$ cat src/rtl/uart_pkg.sv
// Shared UART definitions: transmitter state encoding and frame timing helper.
// Imported by the transmitter, its FIFO and the receiver-side benches.
package uart_pkg;

  typedef enum logic [1:0] {
    IDLE_TX  = 2'd0,
    START_TX = 2'd1,
    DATA_TX  = 2'd2,
    STOP_TX  = 2'd3
  } tx_state_t;

  // Clock cycles in one complete frame: start bit, data bits, stop bit.
  function automatic int frame_clks(input int data_width, input int clks_per_bit);
    return (data_width + 2) * clks_per_bit;
  endfunction

endpackage

$ cat src/rtl/sync_fifo.sv
// Single-clock FIFO on a register array with wrap-around pointers.
// dout always presents the oldest word, so a pop consumes what is visible now.
module sync_fifo
  import uart_pkg::*;
#(
  parameter int WIDTH = 8,
  parameter int DEPTH = 4
) (
  input  logic                     clk,
  input  logic                     reset,
  input  logic                     push,
  input  logic                     pop,
  input  logic [WIDTH-1:0]         din,
  output logic [WIDTH-1:0]         dout,
  output logic [$clog2(DEPTH):0]   count,
  output logic                     full,
  output logic                     empty
);

  localparam int AW = $clog2(DEPTH);

  if ((DEPTH < 2) || ((DEPTH & (DEPTH - 1)) != 0)) begin : g_depth_check
    $error("sync_fifo: DEPTH must be a power of two, at least 2");
  end

  logic [WIDTH-1:0] r_mem [DEPTH];
  logic [AW-1:0]    r_wr_ptr;
  logic [AW-1:0]    r_rd_ptr;
  logic [AW:0]      r_count;
  logic             w_push;
  logic             w_pop;

  // Guarding here keeps the pointers coherent even if a caller misbehaves.
  assign w_push = push && !full;
  assign w_pop  = pop && !empty;

  always_ff @(posedge clk) begin
    if (w_push) begin
      r_mem[r_wr_ptr] <= din;
    end
  end

  always_ff @(posedge clk) begin
    if (reset) begin
      r_wr_ptr <= '0;
      r_rd_ptr <= '0;
      r_count  <= '0;
    end else begin
      if (w_push) begin
        r_wr_ptr <= r_wr_ptr + 1'b1;
      end
      if (w_pop) begin
        r_rd_ptr <= r_rd_ptr + 1'b1;
      end
      case ({w_push, w_pop})
        2'b10:   r_count <= r_count + 1'b1;
        2'b01:   r_count <= r_count - 1'b1;
        default: r_count <= r_count;
      endcase
    end
  end

  assign dout  = r_mem[r_rd_ptr];
  assign count = r_count;
  assign full  = (r_count == (AW + 1)'(DEPTH));
  assign empty = (r_count == '0);

endmodule

$ cat src/rtl/uart_tx.sv
// UART transmitter: buffers words in a small FIFO and serialises them as
// start / DATA_WIDTH data bits LSB first / stop frames, back to back when queued.
module uart_tx
  import uart_pkg::*;
#(
  parameter int DATA_WIDTH   = 8,
  parameter int CLKS_PER_BIT = 87,
  parameter int FIFO_DEPTH   = 4
) (
  input  logic                          clk,
  input  logic                          reset,
  input  logic [DATA_WIDTH-1:0]         din,
  input  logic                          din_valid,
  output logic                          din_ready,
  output logic                          serial_tx,
  output logic                          busy,
  output logic [$clog2(FIFO_DEPTH):0]   fifo_count
);

  localparam int CNT_W = $clog2(CLKS_PER_BIT);
  localparam int IDX_W = $clog2(DATA_WIDTH);

  if ((DATA_WIDTH < 5) || (DATA_WIDTH > 9) || (CLKS_PER_BIT < 2)) begin : g_param_check
    $error("uart_tx: DATA_WIDTH must be 5..9 and CLKS_PER_BIT at least 2");
  end

  tx_state_t             r_state;
  logic [CNT_W-1:0]      r_cnt;
  logic [IDX_W-1:0]      r_idx;
  logic [DATA_WIDTH-1:0] r_shreg;
  logic                  r_serial;

  logic                  w_push;
  logic                  w_pop;
  logic [DATA_WIDTH-1:0] w_fifo_dout;
  logic                  w_full;
  logic                  w_empty;
  logic                  w_cnt_last;
  logic                  w_idx_last;

  assign w_cnt_last = (r_cnt == CNT_W'(CLKS_PER_BIT - 1));
  assign w_idx_last = (r_idx == IDX_W'(DATA_WIDTH - 1));

  // Pop exactly where the FSM loads a new frame: from idle, or at the end of a stop bit.
  assign w_push = din_valid && din_ready;
  assign w_pop  = !w_empty && ((r_state == IDLE_TX) || ((r_state == STOP_TX) && w_cnt_last));

  sync_fifo #(
    .WIDTH (DATA_WIDTH),
    .DEPTH (FIFO_DEPTH)
  ) u_fifo (
    .clk   (clk),
    .reset (reset),
    .push  (w_push),
    .pop   (w_pop),
    .din   (din),
    .dout  (w_fifo_dout),
    .count (fifo_count),
    .full  (w_full),
    .empty (w_empty)
  );

  always_ff @(posedge clk) begin
    if (reset) begin
      r_state  <= IDLE_TX;
      r_cnt    <= '0;
      r_idx    <= '0;
      r_shreg  <= '0;
      r_serial <= 1'b1;
    end else begin
      case (r_state)
        IDLE_TX: begin
          r_serial <= 1'b1;
          if (!w_empty) begin
            r_shreg  <= w_fifo_dout;
            r_cnt    <= '0;
            r_idx    <= '0;
            r_serial <= 1'b0;
            r_state  <= START_TX;
          end
        end
        START_TX: begin
          if (w_cnt_last) begin
            r_cnt    <= '0;
            r_idx    <= '0;
            r_serial <= r_shreg[0];
            r_state  <= DATA_TX;
          end else begin
            r_cnt <= r_cnt + 1'b1;
          end
        end
        DATA_TX: begin
          if (w_cnt_last) begin
            r_cnt <= '0;
            if (w_idx_last) begin
              r_serial <= 1'b1;
              r_state  <= STOP_TX;
            end else begin
              r_shreg  <= r_shreg >> 1;
              r_serial <= r_shreg[1];
              r_idx    <= r_idx + 1'b1;
            end
          end else begin
            r_cnt <= r_cnt + 1'b1;
          end
        end
        STOP_TX: begin
          if (w_cnt_last) begin
            r_cnt <= '0;
            if (!w_empty) begin
              r_shreg  <= w_fifo_dout;
              r_idx    <= '0;
              r_serial <= 1'b0;
              r_state  <= START_TX;
            end else begin
              r_serial <= 1'b1;
              r_state  <= IDLE_TX;
            end
          end else begin
            r_cnt <= r_cnt + 1'b1;
          end
        end
        default: begin
          r_cnt    <= '0;
          r_serial <= 1'b1;
          r_state  <= IDLE_TX;
        end
      endcase
    end
  end

  assign din_ready = !w_full;
  assign serial_tx = r_serial;
  assign busy      = (r_state != IDLE_TX) || !w_empty;

endmodule

$ cat config.mk
export PLATFORM = sky130hd
export DESIGN_NAME = uart_tx
export DESIGN_NICKNAME = d
export VERILOG_FILES = /design/src/rtl/uart_pkg.sv /design/src/rtl/sync_fifo.sv /design/src/rtl/uart_tx.sv
export SDC_FILE = /design/constraint.sdc
export NUM_CORES = 1
export LEC_CHECK = 0
export CAP_MARGIN = 25
export CORE_ASPECT_RATIO = 0.9
export CORE_MARGIN = 2
export CORE_UTILIZATION = 53
export DETAILED_ROUTE_END_ITERATION = 7
export GPL_ROUTABILITY_DRIVEN = 0
export PLACE_DENSITY = 0.82
export SKIP_LAST_GASP = 1
export SYNTH_ARGS = -nofsm -noshare
export SYNTH_HDL_FRONTEND = slang
export SYNTH_SLANG_ARGS = --single-unit
$ cat constraint.sdc
create_clock -name clk -period 2.11 [get_ports clk]
set_clock_uncertainty 0.05 [all_clocks]
set_input_delay 0.211 -clock clk [delete_from_list [all_inputs] [get_ports clk]]
set_output_delay 0.211 -clock clk [all_outputs]
set_load 0.02 [all_outputs]
==> results of run 1 <==
==> critical path, cell delays in order (launching register included) <==
cell and delay, ns:
dfxtp_2 0.33, inv_2 0.06, ha_4 0.14, and4bb_4 0.26
a41oi_4 0.13, nor2_2 0.14, ha_4 0.15, inv_2 0.04
fa_2 0.35, xor2_1 0.16, or3_1 0.32, a21oi_1 0.12
==> cell type report <==
| class | count | area (sq um) |
|---|---|---|
| inverter | 12 | 45.0 |
| sequential | 62 | 1570 |
| tap | 67 | 83.8 |
| multi-input combinational | 151 | 1340 |
| fill | 392 | 1710 |
| clock buffer | 9 | 124 |
| clock inverter | 7 | 65.1 |
| timing repair buffer | 46 | 385 |
==> cell families (layout without fill, tap and decap cells) <==
group	after synthesis	after routing	share of synthesized area
muxes	23	23	0.124
AOI/OAI and AO/OA	44	44	0.112
adders and majority gates	15	15	0.0663
and+or+nand+nor	66	66	0.131
xor gates and xnor gates	3	3	0.00892
buffers and inverters	21	74	0.0280
DFF	62	62	0.530
==> cells in the final DEF, fill, tap and decap left out, types with 4 or more instances in the layout <==
cell type / n
a21oi_1: 13
a311oi_1: 6
and3_1: 5
buf_4: 30
clkbuf_8: 9
clkdlybuf4s50_1: 15
dfxtp_1: 25
dfxtp_2: 4
edfxtp_1: 32
ha_1: 12
inv_1: 8
inv_2: 4
mux2_4: 7
mux2i_1: 8
mux4_2: 8
nand2_1: 9
nor2_1: 18
nor2b_1: 7
o21ai_0: 7
or3_1: 4
==> stage by stage <==
| step | power, uW | TNS [ns] | setup WS (ns) | hold WS (ns) | std cells |
|---|---|---|---|---|---|
| detailed placement | 3990 | -0.208 | -0.202 | 0.424 | 335 |
| CTS | 4980 | -0.185 | -0.185 | 0.436 | 352 |
| floorplan | 3250 | -0.143 | -0.143 | 0.260 | 234 |
| finish | 5000 | -0.207 | -0.196 | 0.435 | 354 |
| global placement | 3910 | -0.104 | -0.104 | 0.399 | 335 |
| global route | 5300 | -0.357 | -0.263 | 0.452 | 354 |
==> state kept, by name, summed over array words and instances (netlist names), named ones only <==
name             count
r_cnt                7
r_idx                3
u_fifo.count         3
u_fifo.r_mem        32
r_state              2
serial_tx            1
r_shreg              8
u_fifo.r_rd_ptr      2
u_fifo.r_wr_ptr      2
==> where the power goes <==
group / switching, uW / leakage [uW] / total (uW) / internal, uW
clock: 524 / 0.0000938 / 975 / 451
sequential: 122 / 0.000541 / 1640 / 1510
combinational: 1230 / 0.000738 / 2390 / 1160
total: 1870 / 0.00137 / 5000 / 3130
==> path summary, 6_finish.rpt <==
path | depth (start not counted) | startpoint | slack (ns) | endpoint
hold reg to reg | 2 | r_shreg[7] | 0.43 | r_shreg[7]
setup / recovery | 11 | r_cnt[0] | -0.20 | u_fifo.count[2]
setup reg to reg | 11 | r_cnt[0] | -0.20 | u_fifo.count[2]
hold / removal | 2 | r_shreg[7] | 0.43 | r_shreg[7]
==> layer usage <==
layer	GRT usage	wire length, um	vias up
met1	0.275	2690	970
li1	-	-	970
met5	0	0	-
met2	0.323	2780	41
met3	0.0659	221	16
met4	0.0692	128	0
==> repair_timing <==
| item | in CTS | in global routing |
|---|---|---|
| pin swaps | 1 | 0 |
| endpoints found under the setup margin | 3 | 3 |
| gates cloned | 0 | 0 |
| buffers inserted | 1 | 2 |
| hold endpoints to repair | 0 | 0 |
| resized for setup | 1 | 1 |
==> results.json, run 1 <==
{
  "status": "finished with violations",
  "failed_checks": "negative setup slack",
  "synthFlopType": "edfxtp_1",
  "setup_viol": 2,
  "rows": 25,
  "core_area_sq_um": 5320,
  "powerDensity_nw_per_um2": 1390,
  "antennaDiodeCount": 0,
  "synthCells": 234,
  "hpwl_um": 3830,
  "cts-hold-fix-buffers": 0,
  "start_kind": "register",
  "io_pins": 17,
  "grt_antenna_before_repair": 0,
  "cts.sinks": 62,
  "track_usage": 0.206,
  "grt_remaining_overflow": 0,
  "grt_pass1_wl_um": 9250,
  "synth_most_common_cell": "edfxtp_1",
  "numCtsBuffers": 9,
  "yosys-top-cells-count": "edfxtp_1 (32), dfxtp_1 (30), nor2_1 (19)",
  "dpl_cell_area_sq_um": 3400,
  "yosysTopAreaCellShare": 0.326,
  "cts_buffer_depth": 2,
  "drc": 0,
  "maxCapViolations": 0,
  "post-route-util": 0.679,
  "async_flop_share": 0,
  "p_leak_uw": 0.00137,
  "synth-seq-cells": 62,
  "finalHoldViolCount": 0,
  "worst_pin_slew_ns": 0.524,
  "rsz0062_at_grt": "yes",
  "postRouteAntennaNets": 0,
  "critical_path_class": "reg -> reg",
  "period_share": 1.09,
  "required_ns": 2.33,
  "synth_warnings": 0,
  "wl_um": 5820,
  "ys_top_cells_by_area": "edfxtp_1 (33%), dfxtp_1 (20%), mux4_2 (6.1%), ha_1 (5.9%), mux2_4 (3.6%)",
  "syn_avg_cell_area_sq_um": 12.6,
  "syn_to_final_growth_pct": 22.6,
  "wl_per_cell_um": 16.4,
  "grt_max_degree": 22,
  "htree_num_levels": 3,
  "via_per_inst": 5.64,
  "clk_latency_ns": 0.35,
  "period_needed_ns": 2.31,
  "crit_fanout": 2,
  "relSlewSlack": 0.650,
  "synth.net_count": 260,
  "arrival_ns": 2.53,
  "setup_slack_ns": -0.196,
  "final_nets": 308,
  "via_count": 1997,
  "drive_gt1_frac": 0.296,
  "drtIter0Drc": 136,
  "io_buffers": 16,
  "fp.dieH_um": 74.7,
  "synth_top_area_cell": "edfxtp_1",
  "synth_area_sq_um": 2950,
  "tritoncts": "yes",
  "clk_pin_slew_ns": 0.08,
  "hold_path.class": "reg -> reg",
  "yosysSeqAreaShare": 0.530,
  "critical_path.endpoint_type": "register",
  "slew_violations": 0,
  "fmax_mhz": 434,
  "synth.distinct_cells": 49,
  "firstDrtPassIters": 4,
  "synth_edf_count": 32,
  "final_area_sq_um": 3610,
  "grt_pass1_vias": 1982,
  "ir_drop_mv": 1.17,
  "initial_core_util": 0.554,
  "dieArea_sq_um": 6170,
  "dieWidth_um": 82.6,
  "cts-root-buf": "clkbuf_8"
}
Power figures use the tool's default switching activity.
==> inputs of run 2 (changes only) <==
--- a/config.mk
+++ b/config.mk
@@ -11,6 +11,7 @@
 export CORE_UTILIZATION = 53
 export DETAILED_ROUTE_END_ITERATION = 7
 export GPL_ROUTABILITY_DRIVEN = 0
+export HOLD_SLACK_MARGIN = 0.08
 export PLACE_DENSITY = 0.82
 export SKIP_LAST_GASP = 1
 export SYNTH_ARGS = -nofsm -noshare
==> results of run 2 <==
No change in the layout: final DEF, timing and power equal those of run 1.
